`src/rtl/branch_predict_resolve_pkg.sv`:
```
// Shared definitions for the EX-stage branch resolver and its counter table.
package branch_predict_resolve_pkg;

  typedef enum logic [1:0] {
    COND_EQZ = 2'b00,
    COND_NEZ = 2'b01,
    COND_LTZ = 2'b10,
    COND_GEZ = 2'b11
  } cond_e;

  localparam int unsigned HELPER_W = 64;

  // Weak not-taken: just below the taken threshold.
  function automatic logic [HELPER_W-1:0] ctr_reset_val(input int unsigned ctr_w);
    return (HELPER_W'(1) << (ctr_w - 1)) - HELPER_W'(1);
  endfunction

  // Word-aligned PCs: skip the two byte-offset bits.
  function automatic logic [HELPER_W-1:0] pc_index(input logic [HELPER_W-1:0] pc,
                                                   input int unsigned idx_w);
    return (pc >> 2) & ((HELPER_W'(1) << idx_w) - HELPER_W'(1));
  endfunction

endpackage

```
`src/rtl/branch_predict_resolve_sat_counter_table.sv`:
```
// Direct-mapped table of saturating counters: one combinational read port,
// one increment/decrement write port. Reads never see same-cycle writes.
module sat_counter_table
  import branch_predict_resolve_pkg::*;
#(
  parameter int unsigned IDX_W = 4,
  parameter int unsigned CTR_W = 2
) (
  input  logic             clk,
  input  logic             reset,
  input  logic [IDX_W-1:0] rd_idx,
  output logic [CTR_W-1:0] rd_ctr,
  input  logic             wr_en,
  input  logic [IDX_W-1:0] wr_idx,
  input  logic             wr_inc
);

  localparam int unsigned ENTRIES = 1 << IDX_W;
  localparam logic [CTR_W-1:0] CTR_RST = CTR_W'(ctr_reset_val(CTR_W));
  localparam logic [CTR_W-1:0] CTR_MAX = '1;

  logic [CTR_W-1:0] ctr_q [ENTRIES];
  logic [CTR_W-1:0] ctr_d [ENTRIES];

  assign rd_ctr = ctr_q[rd_idx];

  always_comb begin
    ctr_d = ctr_q;
    if (wr_en) begin
      if (wr_inc) begin
        if (ctr_q[wr_idx] != CTR_MAX) ctr_d[wr_idx] = ctr_q[wr_idx] + CTR_W'(1);
      end else begin
        if (ctr_q[wr_idx] != '0) ctr_d[wr_idx] = ctr_q[wr_idx] - CTR_W'(1);
      end
    end
  end

  always_ff @(posedge clk or posedge reset) begin
    if (reset) begin
      for (int unsigned i = 0; i < ENTRIES; i++) ctr_q[i] <= CTR_RST;
    end else begin
      ctr_q <= ctr_d;
    end
  end

endmodule

```
`src/rtl/branch_predict_resolve.sv`:
```
// EX-stage branch/jump resolver: checks the IF prediction, issues a one-cycle
// registered flush/redirect on mispredict, trains the predictor, counts misses.
module branch_predict_resolve
  import branch_predict_resolve_pkg::*;
#(
  parameter int unsigned ADDR_W = 32,
  parameter int unsigned IDX_W  = 4,
  parameter int unsigned CTR_W  = 2,
  parameter int unsigned STAT_W = 16
) (
  input  logic              clk,
  input  logic              reset,
  input  logic [ADDR_W-1:0] if_pc,
  output logic              if_pred_taken,
  input  logic              ex_valid,
  input  logic              ex_branch,
  input  logic              ex_jump,
  input  logic [1:0]        ex_cond,
  input  logic [ADDR_W-1:0] ex_operand,
  input  logic [ADDR_W-1:0] ex_pc,
  input  logic [ADDR_W-1:0] ex_target,
  input  logic              ex_pred_taken,
  output logic              leap,
  output logic              flush,
  output logic [ADDR_W-1:0] redirect_pc,
  output logic [STAT_W-1:0] mispred_cnt
);

  localparam logic [STAT_W-1:0] STAT_MAX = '1;

  logic              flush_q, flush_d;
  logic [ADDR_W-1:0] redirect_q, redirect_d;
  logic [STAT_W-1:0] stat_q, stat_d;

  logic              cond_true;
  logic              live;
  logic              act;
  logic              mis;
  logic              train;
  logic [IDX_W-1:0]  rd_idx;
  logic [IDX_W-1:0]  wr_idx;
  logic [CTR_W-1:0]  rd_ctr;

  // Condition evaluation against zero.
  always_comb begin
    cond_true = 1'b0;
    case (cond_e'(ex_cond))
      COND_EQZ: cond_true = (ex_operand == '0);
      COND_NEZ: cond_true = (ex_operand != '0);
      COND_LTZ: cond_true = ex_operand[ADDR_W-1];
      COND_GEZ: cond_true = ~ex_operand[ADDR_W-1];
      default:  cond_true = 1'b0;
    endcase
  end

  // While a flush is out, EX holds a wrong-path instruction and is ignored.
  assign live  = ex_valid & ~flush_q;
  assign act   = live & (ex_jump | (ex_branch & cond_true));
  assign mis   = live & (ex_branch | ex_jump) & (act != ex_pred_taken);
  assign train = live & ex_branch & ~ex_jump;
  assign leap  = act;

  assign rd_idx = IDX_W'(pc_index(HELPER_W'(if_pc), IDX_W));
  assign wr_idx = IDX_W'(pc_index(HELPER_W'(ex_pc), IDX_W));
  assign if_pred_taken = rd_ctr[CTR_W-1];

  sat_counter_table #(
    .IDX_W (IDX_W),
    .CTR_W (CTR_W)
  ) u_table (
    .clk    (clk),
    .reset  (reset),
    .rd_idx (rd_idx),
    .rd_ctr (rd_ctr),
    .wr_en  (train),
    .wr_idx (wr_idx),
    .wr_inc (act)
  );

  always_comb begin
    flush_d    = mis;
    redirect_d = redirect_q;
    stat_d     = stat_q;
    if (mis) begin
      redirect_d = act ? ex_target : ex_pc + ADDR_W'(4);
      if (stat_q != STAT_MAX) stat_d = stat_q + STAT_W'(1);
    end
  end

  always_ff @(posedge clk or posedge reset) begin
    if (reset) begin
      flush_q    <= 1'b0;
      redirect_q <= '0;
      stat_q     <= '0;
    end else begin
      flush_q    <= flush_d;
      redirect_q <= redirect_d;
      stat_q     <= stat_d;
    end
  end

  assign flush       = flush_q;
  assign redirect_pc = redirect_q;
  assign mispred_cnt = stat_q;

endmodule

```
`config.mk`:
```
export PLATFORM = sky130hd
export DESIGN_NAME = branch_predict_resolve
export DESIGN_NICKNAME = d
export VERILOG_FILES = /design/src/rtl/branch_predict_resolve_pkg.sv /design/src/rtl/branch_predict_resolve_sat_counter_table.sv /design/src/rtl/branch_predict_resolve.sv
export SDC_FILE = /design/constraint.sdc
export NUM_CORES = 1
export LEC_CHECK = 0
export BUFFER_PORTS_ARGS = -buffer_cell sky130_fd_sc_hd__buf_2
export CAP_MARGIN = 20
export CORE_MARGIN = 3
export CORE_UTILIZATION = 29
export DETAILED_ROUTE_END_ITERATION = 16
export GPL_TIMING_DRIVEN = 0
export SLEW_MARGIN = 10
export SYNTH_ARGS = -nofsm -noshare
export SYNTH_HDL_FRONTEND = slang
export SYNTH_SLANG_ARGS = --single-unit
```
`constraint.sdc`:
```
create_clock -name clk -period 4.2 [get_ports clk]
set_input_delay 0.84 -clock clk [delete_from_list [all_inputs] [get_ports clk]]
set_output_delay 0.84 -clock clk [all_outputs]
set_load 0.1 [all_outputs]
```
# --- After elaboration in Yosys (flattened, before gate mapping) ---
# Index checks and enable logic that the tools add are counted.
totals:
  regBits: 81
  in_bits: 136
op_classes:
  n_addsub: 4
  order_cmp: 3
  eq_ne: 7
  n_mux: 15
  n_bitwise: 14
  n_reduce_logical: 8
op_table:
  columns: ["op", "count"]
  rows:
  - ["$mux 32", 4]
  - ["$bwmux 32", 2]
  - ["$add 32x3->32 const B", 1]
  - ["$logic_not 32->1", 1]
  - ["$reduce_bool 32->1", 1]
  - ["$add 16x1->16 const B", 1]
  - ["$bmux 2 s4", 2]
  - ["$ne 16x16->1 const B", 1]
  - ["$ge 5x5->1 const B", 2]
  - ["$mux 2", 5]
  - ["$not 4->5", 2]
  - ["$demux 2 s4", 1]
  - ["$and 1x1->1", 7]
  - ["$lt 5x1->1 const B", 1]
  - ["$eq 2x2->1 const B", 2]
  - ["$pmux 1 s4", 1]
  - ["$reduce_bool 2->1", 2]
  - ["$not 1->1", 3]
  - ["$reduce_and 3->1", 1]
  - ["$add 2x1->2 const B", 1]
  - ["$eq 2x1->1 const B", 1]
  - ["$logic_not 2->1", 1]
  - ["$ne 2x1->1 const B", 1]
  - ["$ne 2x2->1 const B", 1]
  - ["other kinds (5)", 6]

# --- Depth between registers and ports, before layout ---
logic_depth:
  ltp_word: 8
  mapped_depth: 12
  ltp_nobuf: 10

# --- By module ---
# Synthesis repeated with hierarchy kept, for this count alone.
unflattened:
  hier_cells: 496
  area_unflattened_um2: 5429.0
by_module_without_submodules:
  columns: ["mod", "instances", "cells_each", "area_per_inst_um2", "seq_area_each_um2"]
  rows:
  - ["branch_predict_resolve", 1, 339, 3263.1, 1226.2]
  - ["sat_counter_table", 1, 157, 2165.8, 820.8]

# --- Least setup slack after synthesis ---
# Ideal clock, no wire load.
synth_timing:
  kind: "input -> register"
  startpoint: "in ex_pc[2]"
  endpoint: "reg u_table.ctr_q[11] in the netlist's numbering"
  setup_time_ns: 0.127
  arrival_ns: 3.928
  t_required_ns: 4.073
  setup_slack_ns: 0.145
  path_stages: 12
  cell_sequence: "buf_1 mux4_2 nor2_1 nor2_1 o21ai_1 clkbuf_1 ha_1 inv_1 o41ai_4 a2111oi_4 nand2_1 mux2_1"
synth_via:
  elab_chain_cells: 8
  word_cells_on_any_way: 21
  cone_classes: "2 x add/sub; 2 x order compare; 2 x eq/ne; 10 x mux; 1 x bitwise; 4 x reduce/logical"
synth_rtl:
  columns: ["element", "line_no", "rtl"]
  rows:
  - ["start, declared", "branch_predict_resolve.sv:20", "input logic [ADDR_W-1:0] ex_pc,"]
  - ["$not 4->5 (not written as such) *", "branch_predict_resolve_sat_counter_table.sv:31, branch_predict_resolve_sat_counter_table.sv:33", null]
  - ["$bmux 2 s4 (tied with other cells)", "branch_predict_resolve_sat_counter_table.sv:31, branch_predict_resolve_sat_counter_table.sv:33", null]
  - ["$mux 2 (not written as such) or $logic_and 1x1->1 (tied branches)", "branch_predict_resolve_sat_counter_table.sv:31, branch_predict_resolve_sat_counter_table.sv:33", null]
  - ["$mux 2 (not written as such)", "branch_predict_resolve_sat_counter_table.sv:31, branch_predict_resolve_sat_counter_table.sv:33", null]
  - ["$sub 2x1->2 (tied with other cells)", "branch_predict_resolve_sat_counter_table.sv:33", "if (ctr_q[wr_idx] != '0) ctr_d[wr_idx] = ctr_q[wr_idx] - CTR_W'(1);"]
  - ["$bwmux 32 (on tied branches)", "branch_predict_resolve_sat_counter_table.sv:33, branch_predict_resolve_sat_counter_table.sv:31", null]
  - ["$mux 32 (on tied branches)", "branch_predict_resolve_sat_counter_table.sv:33, branch_predict_resolve_sat_counter_table.sv:31", null]
  - ["$mux 32", "branch_predict_resolve_sat_counter_table.sv:30", "if (wr_inc) begin"]
  - ["end signal, assigned", "branch_predict_resolve_sat_counter_table.sv:42", "ctr_q <= ctr_d;"]
  - ["end, declared", "branch_predict_resolve_sat_counter_table.sv:22", "logic [CTR_W-1:0] ctr_q [ENTRIES];"]
# Every way passes the cells marked *; elsewhere a longest branch is shown, timed or not. The select of a mux whose other input is x is not followed.
# A chain may end at the register's enable or synchronous reset.

# --- Worst setup path after layout ---
layout_timing:
  startpoint: "in ex_pc[3]"
  endpoint: "reg u_table.ctr_q[25] in the netlist's numbering"
# Same word-level chain as after synthesis.

==> flow_summary.ini <==
[outcome]
status = completed

[timing]
max_freq_mhz = 253
tightest_slew_ns = 0.818
period_needed_ns = 3.95
drv_slew = 0
hold_violations = 0
finClkSkew_ns = 0.0119
max_slew_margin_pct = 45.0
hold-worst-slack_ns = 0.485
finalSetupViolations = 0
period_share_pct = 94.1
grt_setup_unrepaired = false

[yosys]
yosysSeqAreaShare_pct = 42.6
syn_nets = 574
synth_top_area_share_pct = 33.8
yosysUniqueCellTypes = 39
synth_edf_count = 0
async_flop_share_pct = 100
yosysMostFrequentCell = dfrtp_1
synth_area_leaders = dfrtp_1, mux2_2, dfstp_2, mux4_2, mux2_1
yosys.area.top_type = dfrtp_1
yosysWarningCount = 0
ys_top_cells_by_count = dfrtp_1, nand2_1, mux2_2
syn-cell-area_mm2 = 0.00481
postSynthCellCount = 431
ys_seq_elements = 81
ys.flop_type = dfrtp_1
syn_avg_cell_area_um2 = 11.2

[cells_and_area]
n_fill_cell = 1607
finalNetCount = 744
stdcell_area_mm2 = 0.00622
final_util_pct = 38.7
final_cells = 822
antenna_cells = 0
syn_to_final_growth_pct = 29.4
drive_above_1_share_pct = 44.4

[placed_design]
placed_area_mm2 = 0.00589
gp_congestion = 0.841
post-dp-hpwl_um = 10600
dp.cells = 805
numPortBuffers = 157

[die]
rows = 46
initial_core_util_pct = 29.9
ios = 187
core_mm2 = 0.0161
die_w_um = 135
die-area_mm2 = 0.0182
die_h_um = 135

[power]
swShare_pct = 47.0
intPower_mw = 1.81
power.density_mw_per_mm2 = 549
switchingPower_mw = 1.60
clkPwrFrac_pct = 24.4
p_comb_share_pct = 44.2
p_seq_share_pct = 31.4
power_leakage_nw = 2.82
vdd_ir_drop_max_v = 0.000296

[setup_path]
crit_start = ex_pc[3]
required_ns = 4.43
critPathCaptureType = flip-flop
path_max_fanout = 10
path_class = primary input to flip-flop
reg2reg_depth = 12
cp-start-kind = primary input
ff2ff_setup_slack_ns = 0.98
worstReg2RegEnd = u_table.ctr_q[25]$_DFFE_PP0P_
worstPathArrival_ns = 4.18

[min_path]
hold_path_depth = 1
hold_path_class = flip-flop to flip-flop
worstHoldStart = mispred_cnt[8]$_DFFE_PP0P_
min_to = mispred_cnt[8]$_DFFE_PP0P_

[clock_tree]
cts_made_buffers = 9
ctsLongestPathBuffers = 2
cts-htree-levels = 3
cts_sinks = 81
cts_hold_buf = 0
cts_tree = yes
cts_root_buf = clkbuf_16
clk_pin_slew_ns = 0.07
insertion_delay_ns = 0.34

[route]
wl_per_cell_um = 16.3
ant_nets = 0
viasPerCell = 4.83
wl_um = 13400
vias = 3969
drt_iter0_markers = 144
drc = 0
drt_first_pass_iters = 5

[grt]
track_usage_pct = 14.6
grt_pass1_vias = 4062
antenna_found_initial = 0
overflow = 0
grt_max_degree = 49
grt_pass1_wl_um = 21200

[job]
maxCapViolCount = 0
[routing by layer]
metal	vias to the layer above	global-route usage, %	routed length, um
li1	1890	-	-
met1	1950	18.5	5710
met2	110	25.0	6790
met3	19	3.13	658
met4	0	4.69	269
met5	-	0	0
[critical path, cell delays in order]
cell and delay [ns]:
buf_2 0.13, clkbuf_1 0.52, mux4_2 0.43, nor2_1 0.10, nor2_1 0.06, o21ai_2 0.28
clkbuf_1 0.37, ha_1 0.22, inv_1 0.06, o41ai_4 0.33, buf_4 0.23, a2111oi_4 0.08
nand2_1 0.19, mux2_1 0.33
[area by class of cell]
| class | count | area [um2] | share of cell area, % |
|---|---|---|---|
| timing repair buffer | 159 | 821 | 13.2 |
| clock inverter | 4 | 50.0 | 0.804 |
| buffer | 18 | 83.8 | 1.35 |
| multi-input combinational | 321 | 2640 | 42.4 |
| sequential | 81 | 2050 | 32.9 |
| tap | 216 | 270 | 4.34 |
| clock buffer | 12 | 267 | 4.28 |
| inverter | 11 | 43.8 | 0.704 |
[worst max path at each step]
stage | to | slack [ns] | cells after the start
2_1_floorplan | u_table.ctr_q[11]$_DFFE_PP0P_ | 0.14 | 12
3_3_place_gp | u_table.ctr_q[29]$_DFFE_PP0P_ | -0.79 | 13
5_1_grt | u_table.ctr_q[25]$_DFFE_PP0P_ | 0.05 | 14
6_report | u_table.ctr_q[25]$_DFFE_PP0P_ | 0.25 | 14
4_1_cts | u_table.ctr_q[23]$_DFFE_PP0P_ | 0.02 | 13
3_5_place_dp | u_table.ctr_q[23]$_DFFE_PP0P_ | -0.83 | 13
[through the flow]
step	setup TNS [ns]	setup slack, ns	power, mW
finish	0	0.249	3.41
global route	0	0.0463	3.56
CTS	0	0.0176	3.45
detailed placement	-25.26	-0.828	2.60
global placement	-23.89	-0.790	2.57
floorplan	0	0.145	2.28
[layout by cell type, fill, tap and decap left out, drive strengths merged, types with 2 or more instances in the layout]
cell      netlist  layout
mux2i           3       3
nand3          24      24
and3           11      11
a21oi           7       7
or3             2       2
and2            2       2
mux2           67      67
nand2          60      60
o21ai          25      25
nor3            6       6
clkinvlp        0       2
clkbuf          8      20
ha              7       7
dfstp          16      16
inv            11      11
nand4           7       7
nor4            7       7
and4            6       6
or4             3       3
buf            10     169
dfrtp          65      65
xnor2          26      26
nor2           16      16
xor2           17      17
mux4           14      14
nor2b           2       2
a2111oi         4       4
[what timing repair did]
action | in CTS | in global routing
pin swaps | 1 | 1
setup endpoints to repair | 32 | 32
gates resized for setup | 1 | 1
cloned | 0 | 0
buffers inserted | 0 | 1
[power by group through the flow]
stage	Sequential [mW]	Clock, mW	Combinational [mW]
after floorplan	1.91	0	0.369
after global placement	1.08	0	1.50
after detailed placement	1.09	0	1.52
after CTS	1.07	0.855	1.52
after global routing	1.10	0.890	1.57
final	1.07	0.832	1.51
[kinds of logic after synthesis]
group,Yosys count,synth area share (%)
mux,84,22.9
compound gates,39,6.69
xor+xnor,43,7.99
flops,81,42.6
simple gates,148,15.5
buf+inv,29,2.58
fa+ha+maj,7,1.82
Power figures use the tool's default switching activity.
